**src/rtl/riscv_pipe_pkg.sv**
```systemverilog
// Purpose : shared control-word bit map, load-size encodings and MEM/WB FSM states.
// Latency : n/a (declarations only).
// Backpressure: n/a.
// Contents: CTRL_* bit indices into the 8-bit control word, LS_* load-size codes,
//           wb_state_t enum used by mem_wb_stage.
package riscv_pipe_pkg;

   // Control word bit indices; bits [7:6] are reserved and ignored.
   localparam int CTRL_REGWRITE = 0;
   localparam int CTRL_MEMTOREG = 1;
   localparam int CTRL_BRANCH   = 2;
   localparam int CTRL_MEMWRITE = 3;
   localparam int CTRL_MEMREAD  = 4;
   localparam int CTRL_LINK     = 5;

   // Load size encodings; 2'b11 is handled as a word.
   localparam logic [1:0] LS_BYTE = 2'b00;
   localparam logic [1:0] LS_HALF = 2'b01;
   localparam logic [1:0] LS_WORD = 2'b10;

   typedef enum logic {
      RUN       = 1'b0,
      LOAD_WAIT = 1'b1
   } wb_state_t;

endpackage

```
**src/rtl/mem_wb_stage_if.sv**
```systemverilog
// Purpose : MEM -> WB handshake and register-file write bundle.
// Latency : n/a (wiring only).
// Backpressure: stall_req travels back towards MEM; everything else flows forward.
// Ports   : in_* / mem_rvalid driven by the MEM side (master), stall_req and
//           wb_* / retire / load_err / instret driven by the WB stage (slave).
interface mem_wb_stage_if #(
   parameter int XLEN = 32
);
   logic            in_valid;
   logic [4:0]      in_reg_addr;
   logic [7:0]      in_control;
   logic [XLEN-1:0] in_regdata;
   logic [XLEN-1:0] in_memdata;
   logic [XLEN-1:0] in_pc;
   logic [1:0]      in_ls;
   logic            in_ls_unsigned;
   logic            mem_rvalid;
   logic            stall_req;
   logic            wb_we;
   logic [4:0]      wb_addr;
   logic [XLEN-1:0] wb_data;
   logic            retire;
   logic            load_err;
   logic [63:0]     instret;

   modport master (
      output in_valid, in_reg_addr, in_control, in_regdata, in_memdata,
             in_pc, in_ls, in_ls_unsigned, mem_rvalid,
      input  stall_req, wb_we, wb_addr, wb_data, retire, load_err, instret
   );

   modport slave (
      input  in_valid, in_reg_addr, in_control, in_regdata, in_memdata,
             in_pc, in_ls, in_ls_unsigned, mem_rvalid,
      output stall_req, wb_we, wb_addr, wb_data, retire, load_err, instret
   );
endinterface

```
**src/rtl/mem_wb_stage_load_extract.sv**
```systemverilog
// Purpose : pick byte/half/word out of the aligned memory word and extend it.
// Latency : combinational.
// Backpressure: none.
// Ports   : in_memdata (raw word), offset (addr[1:0]), ls (size), ls_unsigned
//           (1 = zero-extend) -> result (XLEN).
module load_extract
   import riscv_pipe_pkg::*;
#(
   parameter int XLEN = 32
) (
   input  logic [XLEN-1:0] in_memdata,
   input  logic [1:0]      offset,
   input  logic [1:0]      ls,
   input  logic            ls_unsigned,
   output logic [XLEN-1:0] result
);

   logic [7:0]  byte_sel;
   logic [15:0] half_sel;

   always_comb begin
      byte_sel = 8'h00;
      half_sel = 16'h0000;
      result   = '0;

      case (offset)
         2'd0:    byte_sel = in_memdata[7:0];
         2'd1:    byte_sel = in_memdata[15:8];
         2'd2:    byte_sel = in_memdata[23:16];
         default: byte_sel = in_memdata[31:24];
      endcase

      // Halfword selection only looks at offset[1]; a misaligned offset[0] is ignored.
      half_sel = offset[1] ? in_memdata[31:16] : in_memdata[15:0];

      case (ls)
         LS_BYTE: result = {{(XLEN-8){~ls_unsigned & byte_sel[7]}}, byte_sel};
         LS_HALF: result = {{(XLEN-16){~ls_unsigned & half_sel[15]}}, half_sel};
         default: result = in_memdata;   // LS_WORD and the 2'b11 alias
      endcase
   end

endmodule

```
**src/rtl/mem_wb_stage.sv**
```systemverilog
// Purpose : MEM/WB pipeline register, load extraction and writeback select.
// Latency : 1 cycle from capture to wb_we/retire; loads wait up to MEM_TIMEOUT cycles.
// Backpressure: stall_req (combinational) holds IF..MEM while a load waits for mem_rvalid.
// Ports   : clk, rst (async, active-high), bus (mem_wb_stage_if.slave).
// Option  : MEM_WB_INSTRET_EN enables the 64-bit retired-instruction counter;
//           when undefined instret is tied to zero.
module mem_wb_stage
   import riscv_pipe_pkg::*;
#(
   parameter int MEM_TIMEOUT = 16,
   parameter int XLEN        = 32
) (
   input logic          clk,
   input logic          rst,
   mem_wb_stage_if.slave bus
);

   localparam int CNT_W = $clog2(MEM_TIMEOUT + 1);

   wb_state_t       state, state_nxt;
   logic [CNT_W-1:0] cnt, cnt_nxt;

   logic            capture;
   logic            timeout_hit;
   logic            stall_raw;

   logic            wb_we_q;
   logic [4:0]      wb_addr_q;
   logic [XLEN-1:0] wb_data_q;
   logic            retire_q;
   logic            load_err_q;

   logic [XLEN-1:0] load_data;
   logic [XLEN-1:0] wb_sel;

   logic is_load;
   assign is_load = bus.in_control[CTRL_MEMREAD];

   // Branch/MemWrite and the reserved bits do not affect writeback.
   logic unused_ctrl;
   assign unused_ctrl = ^{bus.in_control[7:6],
                          bus.in_control[CTRL_BRANCH],
                          bus.in_control[CTRL_MEMWRITE]};

   load_extract #(.XLEN(XLEN)) u_load_extract (
      .in_memdata  (bus.in_memdata),
      .offset      (bus.in_regdata[1:0]),
      .ls          (bus.in_ls),
      .ls_unsigned (bus.in_ls_unsigned),
      .result      (load_data)
   );

   // Link beats MemToReg beats the ALU result.
   always_comb begin
      wb_sel = bus.in_regdata;
      if (bus.in_control[CTRL_LINK])
         wb_sel = bus.in_pc + XLEN'(4);
      else if (bus.in_control[CTRL_MEMTOREG])
         wb_sel = load_data;
   end

   always_comb begin
      state_nxt   = state;
      cnt_nxt     = cnt;
      capture     = 1'b0;
      timeout_hit = 1'b0;
      stall_raw   = 1'b0;

      case (state)
         RUN: begin
            if (bus.in_valid) begin
               if (!is_load || bus.mem_rvalid) begin
                  capture = 1'b1;
               end else begin
                  stall_raw = 1'b1;
                  state_nxt = LOAD_WAIT;
                  cnt_nxt   = CNT_W'(1);
               end
            end
         end
         LOAD_WAIT: begin
            // Data arriving on the last allowed cycle still completes the load.
            if (bus.mem_rvalid) begin
               capture   = 1'b1;
               state_nxt = RUN;
               cnt_nxt   = '0;
            end else if (cnt >= CNT_W'(MEM_TIMEOUT)) begin
               // Release the stall so MEM can drop the aborted load.
               timeout_hit = 1'b1;
               state_nxt   = RUN;
               cnt_nxt     = '0;
            end else begin
               stall_raw = 1'b1;
               cnt_nxt   = cnt + CNT_W'(1);
            end
         end
         default: begin
            state_nxt = RUN;
            cnt_nxt   = '0;
         end
      endcase
   end

   // stall_req is combinational from the inputs, so force it low while in reset.
   assign bus.stall_req = stall_raw & ~rst;

   always_ff @(posedge clk or posedge rst) begin
      if (rst) begin
         state      <= RUN;
         cnt        <= '0;
         wb_we_q    <= 1'b0;
         wb_addr_q  <= 5'd0;
         wb_data_q  <= '0;
         retire_q   <= 1'b0;
         load_err_q <= 1'b0;
      end else begin
         state      <= state_nxt;
         cnt        <= cnt_nxt;
         retire_q   <= capture;
         load_err_q <= timeout_hit;
         wb_we_q    <= capture & bus.in_control[CTRL_REGWRITE] & (|bus.in_reg_addr);
         // Address/data hold their last captured values through bubbles.
         if (capture) begin
            wb_addr_q <= bus.in_reg_addr;
            wb_data_q <= wb_sel;
         end
      end
   end

   assign bus.wb_we    = wb_we_q;
   assign bus.wb_addr  = wb_addr_q;
   assign bus.wb_data  = wb_data_q;
   assign bus.retire   = retire_q;
   assign bus.load_err = load_err_q;

`ifdef MEM_WB_INSTRET_EN
   logic [63:0] instret_q;

   // Counts alongside capture so instret already includes the instruction
   // whose retire pulse is currently visible.
   always_ff @(posedge clk or posedge rst) begin
      if (rst)
         instret_q <= 64'd0;
      else if (capture)
         instret_q <= instret_q + 64'd1;
   end

   assign bus.instret = instret_q;
`else
   assign bus.instret = 64'd0;
`endif

endmodule
```
**src/flat_wrapper.sv**
```systemverilog
// flat-port wrapper written by rule: the top's interface ports become plain ports
module mem_wb_stage_flat import riscv_pipe_pkg::*;
#(
   parameter int MEM_TIMEOUT = 16,
   parameter int XLEN        = 32
)
  (clk, rst, bus_in_valid, bus_in_reg_addr, bus_in_control, bus_in_regdata, bus_in_memdata, bus_in_pc, bus_in_ls, bus_in_ls_unsigned, bus_mem_rvalid, bus_stall_req, bus_wb_we, bus_wb_addr, bus_wb_data, bus_retire, bus_load_err, bus_instret);
  mem_wb_stage_if #(.XLEN(XLEN)) bus_i ();
  input logic clk;
  input logic rst;
  input wire logic [$bits(bus_i.in_valid)-1:0] bus_in_valid;
  input wire logic [$bits(bus_i.in_reg_addr)-1:0] bus_in_reg_addr;
  input wire logic [$bits(bus_i.in_control)-1:0] bus_in_control;
  input wire logic [$bits(bus_i.in_regdata)-1:0] bus_in_regdata;
  input wire logic [$bits(bus_i.in_memdata)-1:0] bus_in_memdata;
  input wire logic [$bits(bus_i.in_pc)-1:0] bus_in_pc;
  input wire logic [$bits(bus_i.in_ls)-1:0] bus_in_ls;
  input wire logic [$bits(bus_i.in_ls_unsigned)-1:0] bus_in_ls_unsigned;
  input wire logic [$bits(bus_i.mem_rvalid)-1:0] bus_mem_rvalid;
  output wire logic [$bits(bus_i.stall_req)-1:0] bus_stall_req;
  output wire logic [$bits(bus_i.wb_we)-1:0] bus_wb_we;
  output wire logic [$bits(bus_i.wb_addr)-1:0] bus_wb_addr;
  output wire logic [$bits(bus_i.wb_data)-1:0] bus_wb_data;
  output wire logic [$bits(bus_i.retire)-1:0] bus_retire;
  output wire logic [$bits(bus_i.load_err)-1:0] bus_load_err;
  output wire logic [$bits(bus_i.instret)-1:0] bus_instret;
  assign bus_i.in_valid = bus_in_valid;
  assign bus_i.in_reg_addr = bus_in_reg_addr;
  assign bus_i.in_control = bus_in_control;
  assign bus_i.in_regdata = bus_in_regdata;
  assign bus_i.in_memdata = bus_in_memdata;
  assign bus_i.in_pc = bus_in_pc;
  assign bus_i.in_ls = bus_in_ls;
  assign bus_i.in_ls_unsigned = bus_in_ls_unsigned;
  assign bus_i.mem_rvalid = bus_mem_rvalid;
  assign bus_stall_req = bus_i.stall_req;
  assign bus_wb_we = bus_i.wb_we;
  assign bus_wb_addr = bus_i.wb_addr;
  assign bus_wb_data = bus_i.wb_data;
  assign bus_retire = bus_i.retire;
  assign bus_load_err = bus_i.load_err;
  assign bus_instret = bus_i.instret;
  mem_wb_stage #(.MEM_TIMEOUT(MEM_TIMEOUT), .XLEN(XLEN)) u_core (.clk(clk), .rst(rst), .bus(bus_i));
endmodule
```
**config.mk**
```make
export PLATFORM = sky130hd
export DESIGN_NAME = mem_wb_stage_flat
export DESIGN_NICKNAME = d
export VERILOG_FILES = /design/src/rtl/riscv_pipe_pkg.sv /design/src/rtl/mem_wb_stage_if.sv /design/src/rtl/mem_wb_stage_load_extract.sv /design/src/rtl/mem_wb_stage.sv /design/src/flat_wrapper.sv
export SDC_FILE = /design/constraint.sdc
export NUM_CORES = 1
export LEC_CHECK = 0
export CORE_AREA = 5 5 108 110
export CTS_BUF_LIST = sky130_fd_sc_hd__clkbuf_4 sky130_fd_sc_hd__clkbuf_8
export CTS_CLUSTER_SIZE = 20
export DETAILED_ROUTE_END_ITERATION = 7
export DIE_AREA = 0 0 113 115
export DONT_BUFFER_PORTS = 1
export SKIP_LAST_GASP = 1
export SLEW_MARGIN = 0
export SYNTH_ARGS = -nofsm -noshare
export SYNTH_HDL_FRONTEND = slang
export SYNTH_SLANG_ARGS = --single-unit
```
**constraint.sdc**
```tcl
create_clock -name clk -period 3.3 [get_ports clk]
set_input_delay 0.165 -clock clk [delete_from_list [all_inputs] [get_ports clk]]
set_output_delay 0.165 -clock clk [all_outputs]
set_load 0.02 [all_outputs]
```
==> impl_metrics.tcl, run 1 <==
set metrics [dict create \
    fmax_mhz 486.2 \
    dieWidth_um 113 \
    wl_mm 13.91 \
    cts_buffers 5 \
    period_minus_slack_ns 2.057 \
    outcome "finished clean" \
    cp_top_family "compound AO/OA/AOI/OAI gates" \
    die_h_um 115 \
    m1WireLength_mm 5.230 \
    clockBufferDepth 2 \
    hold_path_startpoint "bus_in_control[5]" \
    routedWlPerCell_um 22.30 \
    cp_cell_sequence "nor2_1 -> o22ai_4 -> buf_4 -> a2111oi_1 -> a221o_1" \
    finalHoldViolCount 0 \
    grt_pass1_vias 3414 \
    regToRegSetupSlack_ns 1.24 \
    wl_met2_mm 6.923 \
    dr_wl_met3_mm 1.522 \
    crit_fanout 49 \
    drive_gt1_share_pct 9.711 \
    drtAntennaViolNets 0 \
    vias 3570 \
    cp.required_ns 3.55 \
    fillers 1099 \
    crit_buf_inv 1 \
    final_nets 602 \
    drtPass1Iterations 5 \
    worstSetupEndpointType "flip-flop" \
    yosys_register_bits 46 \
    tns_ns 0 \
    area_delta_synth_final_pct -1.374 \
    ys_async_sr_fraction_pct 100.0 \
    holdBufCountCts 8 \
    tightest_slew_ns 0.7783 \
    slowest_delay_ns 0.65 \
    reg2reg_to "u_core.bus.wb_data[15]" \
    top_layer_used "met5" \
    crit_start "u_core.state" \
    drv_cap 0 \
    dpl-instance-area_um2 3867 \
    path_class "reg2reg" \
    rsz0062_at_grt "false" \
    yosysMostFrequentCell "buf_4" \
    htreeDepth 2 \
    yosysTopAreaCell "dfrtp_1" \
    slew_viol_final 0 \
    synthTopCellsByArea "dfrtp_1 (28%), buf_4 (12%), xnor2_1 (5.1%)" \
    setup_viol 0 \
    start_util_pct 38.65 \
    finClkSkew_ns 0.003163 \
    yosysWarnings 0 \
    rr_startpoint "u_core.state" \
    yosysSeqAreaShare_pct 28.09 \
    clk_pin_slew_worst_paths_ns 0.10 \
    groute.usage.overall_pct 20.31 \
    cts_tree "yes" \
    leakagePower_nw 1.608 \
    synth_top_area_share_pct 28.09 \
    vdd_ir_drop_max_mv 0.1822 \
    grt_pass1_wl_mm 20.53 \
    synth_cells 495 \
    crit_arrival_ns 2.31 \
    gp_congestion 0.9201 \
    min_to "u_core.bus.wb_data[23]" \
    powerDensity_nw_per_um2 399.0 \
    io_pins 221 \
    antennaDiodeCount 0 \
    via_per_inst 5.721 \
    finalPower_w 0.001613 \
    slew_headroom_pct 47.92 \
    synth_edf_count 0 \
    synth_ff_type "dfrtp_1" \
    post-route-cell-area_um2 4041 \
    grt_overflow 0 \
    rows 38 \
    startpoint_type "flip-flop" \
    reg2reg_depth 5 \
    fp.coreArea_um2 10600 \
    dieArea_um2 13000 \
    cts_root_buf "clkbuf_8" \
    cts_resized 0 \
    clkLatencyLatePin_ns 0.31 \
    cts_setup_buffers 0 \
    hold_class "in2reg" \
    portBuffers 0 \
    worstHoldPathCells 2 \
    hpwlAfterDp_mm 10.91 \
    syn_area_um2 4098 \
    drtIter0Drc 282 \
    drc 0 \
    syn_area_per_cell_um2 8.278 \
    slowest_stage "a2111oi_1" \
    clock-sinks 46 \
    synth.distinct_cells 71 \
    grt_antenna_before_repair 1 \
    grt_max_degree 50 \
    ys_top_cells_by_count "buf_4 (67), dfrtp_1 (46), nand2_1 (42)" \
    finalCritPeriodShare_pct 62.33 \
]
[logic make-up after synthesis]
kind of cell             after synthesis  synth area share (%)
AO/OA/AOI/OAI                        153                 24.52
XOR/XNOR                              26                 5.557
adder cells (fa/ha/maj)                3                0.9161
buffers and inverters                106                 17.59
flip-flops                            46                 28.09
multiplexers                          10                 2.748
other                                  1               0.09152
AND/OR/NAND/NOR                      150                 20.49
[per-stage QoR]
stage / setup WS, ns / hold WS [ns] / util [%] / instances
after CTS: 1.169 / 0.003497 / 38.12 / 624
after detailed placement: 1.192 / 0.2454 / 36.48 / 608
after floorplan: 1.632 / 0.2357 / - / 558
after global routing: 1.052 / 0.009391 / 38.12 / 624
final: 1.243 / 0.01008 / 38.12 / 624
after global placement: 1.288 / 0.2399 / 36.48 / 608
[layout by cell type (no fill, tap or decap), types with 5 or more instances in the layout]
cell type	instances
inv_2	5
xnor2_1	24
mux2i_1	6
o21ai_0	40
clkbuf_8	5
dlygate4sd3_1	8
o221ai_1	10
a31oi_1	5
inv_1	8
dfrtp_1	46
a221oi_1	6
nand2_1	42
a221o_1	6
conb_1	64
nand3_1	10
nor2_1	33
a21oi_1	41
nor3_1	22
o22ai_1	13
[where the power goes]
group | internal, W | total (W) | switching, W
Sequential | 0.000653 | 0.000845 | 0.000192
Combinational | 0.000145 | 0.000394 | 0.000250
Clock | 0.000153 | 0.000373 | 0.000220
Total | 0.000951 | 0.00161 | 0.000662
[metal layers]
layer	vias up	track usage, %
li1	1646	-
met1	1732	24.30
met2	173	34.56
met3	17	8.105
met4	2	4.487
met5	-	0
[final cells by class]
cell class | instances | area [um^2] | area share (%)
clock buffer | 5 | 68.82 | 1.703
timing repair buffer | 11 | 102.6 | 2.539
tap | 140 | 175.2 | 4.334
inverter | 13 | 48.80 | 1.207
sequential | 46 | 1151 | 28.48
clock inverter | 3 | 25.02 | 0.6192
multi-input combinational | 406 | 2470 | 61.11
[worst max path at each step]
stage	to	slack, ns	cells past startpoint
after floorplan	bus_stall_req	1.63	2
after global placement	u_core.bus.wb_data[15]	1.29	5
after detailed placement	u_core.bus.wb_data[15]	1.19	5
after CTS	u_core.bus.wb_data[15]	1.17	5
after global routing	u_core.bus.wb_data[14]	1.05	5
final	u_core.bus.wb_data[15]	1.24	5
[state kept, by name, indices dropped and copies added (netlist names)]
register             cells
u_core.bus.wb_data      32
u_core.bus.wb_addr       5
u_core.cnt               5
u_core.bus.load_err      1
u_core.bus.retire        1
u_core.bus.wb_we         1
u_core.state             1
(Power assumes the default switching activity.)
==> run 2: changes to the inputs <==
- clock period: 3.3 -> 1.9 ns (I/O delays scaled with it)
==> run 2 against run 1 <==
Effect of this change: die area unchanged; sequential cell count unchanged; final cell count increased by 2.7%; core utilization increased by 1.4 points; critical path depth unchanged; clock skew about the same; worst hold slack got worse by 0.0084 ns; via count increased by 1.4%; sequential power increased by 74%; global-route usage increased by 0.29 points; cell area increased by 3.6%.
==> impl_metrics.tcl, run 2 (synthesized netlist as in run 1, its figures left out) <==
set metrics [dict create \
    powerDensity_nw_per_um2 676.5 \
    fin_cells 641 \
    clockBufferDepth 2 \
    rows 38 \
    leakagePower_nw 1.685 \
    fin_ws_ns 0.09862 \
    gp_congestion 0.9086 \
    wl_mm 14.12 \
    final_nets 619 \
    hold_slack_ns 0.001706 \
    routedWlPerCell_um 22.03 \
    clock-sinks 46 \
    io_pins 221 \
    portBuffers 0 \
    clkLatencyLatePin_ns 0.31 \
    start_util_pct 38.65 \
    drive_gt1_share_pct 10.98 \
    dpl-instance-area_um2 3928 \
    drtAntennaViolNets 0 \
    cts_resized 0 \
    cts_root_buf "clkbuf_8" \
    largest_register_ffs 32 \
    drtPass1Iterations 5 \
    slew_viol_final 0 \
    area_delta_synth_final_pct 2.199 \
    tightest_slew_ns 0.5509 \
    crit_arrival_ns 2.05 \
    cts_tree "yes" \
    dieArea_um2 13000 \
    fillers 1080 \
    slew_headroom_pct 63.18 \
    worstSetupEndpointType "flip-flop" \
    finalHoldViolCount 0 \
    via_per_inst 5.646 \
    place_ws_ns 0.1123 \
    tns_ns 0 \
    clk_pin_slew_worst_paths_ns 0.10 \
    dieWidth_um 113 \
    fmax_mhz 555.1 \
    drc 0 \
    vias 3619 \
    mostFrequentLayoutCells "conb_1 (64), dfrtp_1 (46), nand2_1 (42)" \
    startpoint_type "flip-flop" \
    period_minus_slack_ns 1.801 \
    grt_overflow 0 \
    cts_buffers 5 \
    finClkSkew_ns 0.003197 \
    holdBufCountCts 17 \
    drtIter0Drc 280 \
    dp.cells 616 \
    cp.required_ns 2.15 \
    outcome "finished clean" \
    reg2reg_depth 5 \
    crit_fanout 11 \
    finalCritPeriodShare_pct 94.81 \
    final_common_cell "conb_1" \
    regToRegSetupSlack_ns 0.1 \
    hpwlAfterDp_mm 11.12 \
    htreeDepth 2 \
    fp.coreArea_um2 10600 \
    post-route-cell-area_um2 4188 \
    rr_startpoint "u_core.state" \
    rsz0062_at_grt "false" \
    drv_cap 0 \
    cts_setup_buffers 0 \
    grt_max_degree 34 \
    path_class "reg2reg" \
    worstHoldPathCells 2 \
    grt_pass1_wl_mm 20.84 \
    grt_pass1_vias 3573 \
    grt_antenna_before_repair 0 \
    reg2reg_to "u_core.bus.wb_data[15]" \
    min_to "u_core.bus.wb_data[2]" \
    vdd_ir_drop_max_mv 0.4289 \
    groute.usage.overall_pct 20.59 \
    die_h_um 115 \
    hold_path_startpoint "bus_in_regdata[2]" \
    setup_viol 0 \
    antennaDiodeCount 0 \
    hold_class "in2reg" \
]
-- run 2: cell types whose count changed in the layout (fill, tap and decap cells not counted) --
| cell | change |
|---|---|
| inv_6 | -1 |
| dlygate4sd3_1 | +9 |
| buf_4 | +8 |
| clkinv_2 | +1 |
-- run 2: worst max path at each step --
| stage | cells past startpoint | slack (ns) | from | end |
|---|---|---|---|---|
| floorplan | 2 | 0.37 | rst | bus_stall_req |
| global placement | 5 | 0.11 | u_core.state | u_core.bus.wb_data[15] |
| detailed placement | 5 | 0.11 | u_core.state | u_core.bus.wb_data[15] |
| CTS | 5 | 0.08 | u_core.state | u_core.bus.wb_data[15] |
| global route | 5 | 0.003 | u_core.state | u_core.bus.wb_data[15] |
| finish | 5 | 0.1 | u_core.state | u_core.bus.wb_data[15] |
-- run 2: where the power goes --
part           switching, W  internal (W)  total (W)
Combinational      0.000446      0.000278   0.000725
Sequential         0.000332       0.00113    0.00147
Clock              0.000382      0.000260   0.000642
-- run 2: cell type report --
class	instances	area, um^2	share of cell area (%)
inverter	13	48.80	1.165
sequential	46	1151	27.49
multi-input combinational	406	2470	58.98
timing repair buffer	28	252.7	6.035
clock inverter	3	21.27	0.5079
clock buffer	5	68.82	1.643
tap	140	175.2	4.183
-- run 2: layer usage --
metal | routed length, um | global-route usage, % | vias up
li1 | - | - | 1685
met1 | 5299 | 25.67 | 1723
met2 | 6867 | 34.44 | 192
met3 | 1676 | 7.158 | 19
met4 | 280 | 4.888 | 0
met5 | 0 | 0 | -
-- run 2: worst max-delay path, stage by stage, from the launching register on --
cell       delay (ns)
dfrtp_1          0.47
nor2_1           0.21
o22ai_4          0.14
buf_4            0.21
a2111oi_1        0.52
a221o_1          0.19
-- run 2: stage by stage --
step / util [%] / total power, W
after floorplan: - / 0.002134
after global placement: 37.04 / 0.002157
after detailed placement: 37.04 / 0.002173
after CTS: 39.50 / 0.002837
after global routing: 39.50 / 0.002991
final: 39.50 / 0.002833
